`src/rtl/proc_pkg.sv`:
```
`default_nettype none
// ============================================================================
// Package     : proc_pkg
// Description : Shared definitions for the 12-bit processor datapath: data
//               width, bus-attached register indices and the transfer
//               controller state encoding.
// Revision    : 1.0 - initial release
// ============================================================================
package proc_pkg;

    localparam int REG_WIDTH = 12;
    localparam int NUM_REGS  = 8;
    localparam int IDX_W     = $clog2(NUM_REGS);

    // Register indices on the shared bus
    localparam logic [IDX_W-1:0] IDX_AC  = IDX_W'(0);
    localparam logic [IDX_W-1:0] IDX_R1  = IDX_W'(1);
    localparam logic [IDX_W-1:0] IDX_R2  = IDX_W'(2);
    localparam logic [IDX_W-1:0] IDX_R3  = IDX_W'(3);
    localparam logic [IDX_W-1:0] IDX_R4  = IDX_W'(4);
    localparam logic [IDX_W-1:0] IDX_R5  = IDX_W'(5);
    localparam logic [IDX_W-1:0] IDX_R6  = IDX_W'(6);
    localparam logic [IDX_W-1:0] IDX_MDR = IDX_W'(7);

    typedef enum logic [1:0] {
        ST_IDLE  = 2'd0,
        ST_FETCH = 2'd1,
        ST_WRITE = 2'd2,
        ST_DONE  = 2'd3
    } xfer_state_t;

    // A transfer is legal only between two distinct, existing registers.
    function automatic logic xfer_legal(input int src, input int dst, input int n);
        return (src != dst) && (src < n) && (dst < n);
    endfunction

endpackage
`default_nettype wire

```
`src/rtl/onehot_dec.sv`:
```
`default_nettype none
// ============================================================================
// Module      : onehot_dec
// Description : Index to one-hot decoder with enable. All outputs are zero
//               when en is low or when idx does not select an existing bit.
// Ports       : idx    - binary index
//               en     - decode enable
//               onehot - one-hot result, bit idx set when enabled
// Revision    : 1.0 - initial release
// ============================================================================
module onehot_dec #(
    parameter int IDX_W = 3,
    parameter int N     = 8
) (
    input  logic [IDX_W-1:0] idx,
    input  logic             en,
    output logic [N-1:0]     onehot
);

    always_comb begin
        onehot = '0;
        for (int i = 0; i < N; i++) begin
            if (en && (idx == IDX_W'(i))) begin
                onehot[i] = 1'b1;
            end
        end
    end

endmodule
`default_nettype wire

```
`src/rtl/bus_xfer_ctrl.sv`:
```
`default_nettype none
// ============================================================================
// Module      : bus_xfer_ctrl
// Description : Register-to-register bus transfer controller. Accepts a
//               (source, destination) request, samples the source register
//               once, drives it onto the shared bus and pulses a single
//               destination write strobe. Illegal transfers run the same
//               four-cycle sequence but never write and flag err with done.
// Ports       : clk      - system clock, rising edge
//               reset    - asynchronous active-low reset
//               req      - transfer request, taken only while ready=1
//               src_sel  - source register index
//               dst_sel  - destination register index
//               src_data - all register outputs, reg i at [i*REG_WIDTH +: REG_WIDTH]
//               bus_out  - registered bus value, held between transfers
//               write_en - one-hot destination write strobe
//               ready    - controller idle
//               done     - one-cycle completion pulse
//               err      - one-cycle reject flag, coincident with done
// Revision    : 1.0 - initial release
// ============================================================================
module bus_xfer_ctrl #(
    parameter  int REG_WIDTH = proc_pkg::REG_WIDTH,
    parameter  int NUM_REGS  = proc_pkg::NUM_REGS,
    localparam int SEL_W     = $clog2(NUM_REGS)
) (
    input  logic                          clk,
    input  logic                          reset,
    input  logic                          req,
    input  logic [SEL_W-1:0]              src_sel,
    input  logic [SEL_W-1:0]              dst_sel,
    input  logic [NUM_REGS*REG_WIDTH-1:0] src_data,
    output logic [REG_WIDTH-1:0]          bus_out,
    output logic [NUM_REGS-1:0]           write_en,
    output logic                          ready,
    output logic                          done,
    output logic                          err
);

    import proc_pkg::*;

    xfer_state_t          r_state;
    logic [SEL_W-1:0]     r_src;
    logic [SEL_W-1:0]     r_dst;

    logic [REG_WIDTH-1:0] w_regs [NUM_REGS];
    logic                 w_legal;
    logic [NUM_REGS-1:0]  w_dst_onehot;

    // Split the flat register bus into an indexable array.
    for (genvar g = 0; g < NUM_REGS; g++) begin : g_unpack
        assign w_regs[g] = src_data[g*REG_WIDTH +: REG_WIDTH];
    end

    assign w_legal = xfer_legal(int'(r_src), int'(r_dst), NUM_REGS);

    onehot_dec #(
        .IDX_W (SEL_W),
        .N     (NUM_REGS)
    ) u_dst_dec (
        .idx    (r_dst),
        .en     (w_legal),
        .onehot (w_dst_onehot)
    );

    // bus_out doubles as the transfer hold register: it is loaded from the
    // source on the FETCH edge only, so later source changes cannot reach
    // the destination, and a rejected transfer leaves it untouched.
    always_ff @(posedge clk or negedge reset) begin
        if (!reset) begin
            r_state  <= ST_IDLE;
            r_src    <= '0;
            r_dst    <= '0;
            bus_out  <= '0;
            write_en <= '0;
            ready    <= 1'b1;
            done     <= 1'b0;
            err      <= 1'b0;
        end else begin
            case (r_state)
                ST_IDLE: begin
                    if (req) begin
                        r_src   <= src_sel;
                        r_dst   <= dst_sel;
                        ready   <= 1'b0;
                        r_state <= ST_FETCH;
                    end
                end
                ST_FETCH: begin
                    if (w_legal) begin
                        bus_out <= w_regs[r_src];
                    end
                    write_en <= w_dst_onehot;
                    r_state  <= ST_WRITE;
                end
                ST_WRITE: begin
                    write_en <= '0;
                    done     <= 1'b1;
                    err      <= ~w_legal;
                    r_state  <= ST_DONE;
                end
                ST_DONE: begin
                    done    <= 1'b0;
                    err     <= 1'b0;
                    ready   <= 1'b1;
                    r_state <= ST_IDLE;
                end
                default: begin
                    r_state <= ST_IDLE;
                end
            endcase
        end
    end

endmodule
`default_nettype wire

```
`config.mk`:
```
export PLATFORM = sky130hd
export DESIGN_NAME = bus_xfer_ctrl
export DESIGN_NICKNAME = d
export VERILOG_FILES = /design/src/rtl/proc_pkg.sv /design/src/rtl/onehot_dec.sv /design/src/rtl/bus_xfer_ctrl.sv
export SDC_FILE = /design/constraint.sdc
export NUM_CORES = 1
export LEC_CHECK = 0
export CAP_MARGIN = 20
export CORE_MARGIN = 4
export CORE_UTILIZATION = 38
export CTS_CLUSTER_SIZE = 16
export DETAILED_ROUTE_END_ITERATION = 10
export GPL_ROUTABILITY_DRIVEN = 0
export PLACE_DENSITY = 0.89
export SETUP_SLACK_MARGIN = 0.4
export SLEW_MARGIN = 20
export SYNTH_ARGS = -nofsm -noshare
export SYNTH_HDL_FRONTEND = slang
export SYNTH_SLANG_ARGS = --single-unit
```
`constraint.sdc`:
```
create_clock -name clk -period 2.55 [get_ports clk]
set_clock_uncertainty 0.15 [all_clocks]
set_input_delay 0.51 -clock clk [delete_from_list [all_inputs] [get_ports clk]]
set_output_delay 0.51 -clock clk [all_outputs]
set_load 0.01 [all_outputs]
```
==> flow_metrics.env <==
export IMPL_slew_headroom=0.729
export IMPL_setup_viol=0
export IMPL_route_vias_total=1810
export IMPL_area_growth_pct=67.3
export IMPL_wl_per_cell_um=18.8
export IMPL_fin_area_um2=3590
export IMPL_diodes=0
export IMPL_die_h_um=83.1
export IMPL_worstPathRequired_ps=2580
export IMPL_power_density_nw_per_um2=1010
export IMPL_grt_ovfl_total=0
export IMPL_pwr_share_comb=0.638
export IMPL_synth_seq_cells=31
export IMPL_min_period_ps=2080
export IMPL_synthCells=144
export IMPL_dp_hpwl_um=5400
export IMPL_p_leak_nw=1.46
export IMPL_p_int_mw=2.34
export IMPL_portBuffers=127
export IMPL_clkTransAtPathRegs_ps=70
export IMPL_fillCellCount=429
export IMPL_crit_path_max_fanout=8
export IMPL_synth_fp_nets=254
export IMPL_path_buf_inv=1
export IMPL_ant_nets=0
export IMPL_holdBufCountCts=0
export IMPL_clk_latency_ps=290
export IMPL_grt_pass1_vias=2088
export IMPL_layout_commonest_cell="clkdlybuf4s50_1"
export IMPL_cpMaxStageDelayCell="mux4_1"
export IMPL_multi_input_area_um2=1240
export IMPL_endpoint_kind="flop"
export IMPL_clk_path_buf_depth=2
export IMPL_rows=27
export IMPL_final_cell_mix="127 x clkdlybuf4s50_1, 29 x dfrtp_1, 24 x mux2_2"
export IMPL_drive_gt1_frac=0.191
export IMPL_yosys_warnings=0
export IMPL_status="completed"
export IMPL_nets=386
export IMPL_power_switching_mw=1.26
export IMPL_antenna_found_initial=0
export IMPL_avgSynthCellArea_um2=14.9
export IMPL_setup_tns_ps=0
export IMPL_ys_types=28
export IMPL_p_total_mw=3.61
export IMPL_finalCritPeriodShare=0.817
export IMPL_rsz0062_at_grt="no"
export IMPL_cts_tree="built"
export IMPL_drtIter0Drc=34
export IMPL_vdd_drop_max_uv=551
export IMPL_grtUsageTotal=0.193
export IMPL_crit_top_cell="mux2_2"
export IMPL_crit_arrival_ps=2110
export IMPL_cts_made_buffers=5
export IMPL_wl_met3_um=523
export IMPL_drv_cap=0
export IMPL_worst_pin_slew_ps=406
export IMPL_crit_chain="buf_4 -> mux4_1 -> mux2_2 -> mux2_2"
export IMPL_ctsResizeCount=1
export IMPL_finalHoldViolations=0
export IMPL_top_layer="met4"
export IMPL_yosysTopAreaCell="dfrtp_1"
export IMPL_worst_path_largest_cell_delay_ps=580
export IMPL_cp_top_family="multiplexers"
export IMPL_cp_start_kind="flop"
export IMPL_htreeDepth=2
export IMPL_routed_wl_um=6570
export IMPL_ios=128
export IMPL_swShare=0.350
export IMPL_ys_seq_area_frac=0.362
export IMPL_drt_pass1_iterations=4
export IMPL_synth_area_leaders="dfrtp_1 35%, mux4_1 23%, mux2_2 13%"
export IMPL_placed_area_um2=3500
export IMPL_via_per_inst=5.19
export IMPL_hold_path_class="flop to flop"
export IMPL_die_w_um=83.1
export IMPL_regArea_um2=778
export IMPL_cts_root_buffer="clkbuf_8"
export IMPL_power_share_clock=0.105
export IMPL_yosysTopAreaCellShare=0.350
export IMPL_path_class="flop to flop"
export IMPL_p_seq_frac=0.257
export IMPL_grt_max_degree=32
export IMPL_synth_area_um2=2140
export IMPL_wl_met2_um=3480
export IMPL_maxSlewViolCount=0
export IMPL_post_cts_buffers=0
export IMPL_drc=0
export IMPL_cts_sinks=31
export IMPL_grt_pass1_wl_um=10300
export IMPL_start_util=0.389
export IMPL_dieArea_um2=6910
export IMPL_drt_met1_wl_um=2430
export IMPL_core_um2=5510
export IMPL_max_clock_freq_mhz=480
[area by class of cell]
type                       instances  area share
tap                               72      0.0251
timing repair buffer             135       0.374
clock inverter                     2     0.00349
multi-input combinational         90       0.346
clock buffer                       6      0.0202
sequential                        31       0.217
inverter                          13      0.0136
[stage by stage]
step / setup slack (ps) / utilization / cells / hold slack (ps)
final: 465 / 0.652 / 349 / 357
after global routing: 416 / 0.652 / 349 / 385
after CTS: 452 / 0.652 / 349 / 365
after detailed placement: 302 / 0.636 / 341 / 350
after global placement: 325 / 0.636 / 341 / 336
after floorplan: 633 / - / 144 / 64.4
[kinds of logic (layout without fill, tap and decap cells)]
family | Yosys count | after routing | synth area share
multiplexers | 56 | 56 | 0.465
flip-flops | 31 | 31 | 0.362
buffers and inverters | 23 | 156 | 0.0583
AO/OA/AOI/OAI | 14 | 14 | 0.0443
AND/OR/NAND/NOR | 12 | 12 | 0.0286
adder cells (fa/ha/maj) | 5 | 5 | 0.0292
XOR/XNOR | 3 | 3 | 0.0123
[sequential cells by signal, summed over array words and instances (netlist names)]
| name | cells |
|---|---|
| r_state | 2 |
| r_dst | 3 |
| write_en | 8 |
| ready | 1 |
| done | 1 |
| r_src | 3 |
| err | 1 |
| bus_out | 12 |
[worst register-to-register path, cell delays in order, from the launching register on]
cell     delay [ps]
dfrtp_2         470
buf_4           230
mux4_1          580
mux2_2          290
mux2_2          260
[routing by layer]
| layer | GRT usage | up-vias |
|---|---|---|
| li1 | - | 833 |
| met1 | 0.192 | 897 |
| met2 | 0.359 | 68 |
| met3 | 0.0813 | 12 |
| met4 | 0.0579 | 0 |
| met5 | 0 | - |
[power by group through the flow]
stage               Sequential (mW)  Clock (mW)  Combinational [mW]
finish                        0.927       0.379                2.30
global route                  0.965       0.415                2.48
CTS                           0.929       0.395                2.33
global placement              0.925           0                2.26
detailed placement            0.935           0                2.32
floorplan                     0.960           0                1.47
[path summary, 6_finish.rpt]
kind,from,end,cells after the start,slack [ps]
worst max-delay path,r_src[0]$_DFFE_PN0P_,bus_out[0]$_DFFE_PN0P_,4,470
worst min-delay path,bus_out[3]$_DFFE_PN0P_,bus_out[3]$_DFFE_PN0P_,1,360
worst max register to register,r_src[0]$_DFFE_PN0P_,bus_out[0]$_DFFE_PN0P_,4,470
worst min register to register,bus_out[3]$_DFFE_PN0P_,bus_out[3]$_DFFE_PN0P_,1,360
max in group asynchronous,reset,ready$_DFFE_PN1P_,2,1450
min in group asynchronous,reset,bus_out[4]$_DFFE_PN0P_,2,480
[cells in the mapped netlist, drive strengths merged]
cell    count
a21oi       2
buf         7
clkbuf      3
dfrtp      30
dfstp       1
ha          5
inv        13
mux2       31
mux2i       1
mux4       24
nand2       1
nand2b      1
nand3       2
nor2        3
nor2b       2
nor3        1
o22ai       8
o311ai      2
o31a        1
o41ai       1
or3         2
xor2        3
(Power assumes the default switching activity.)
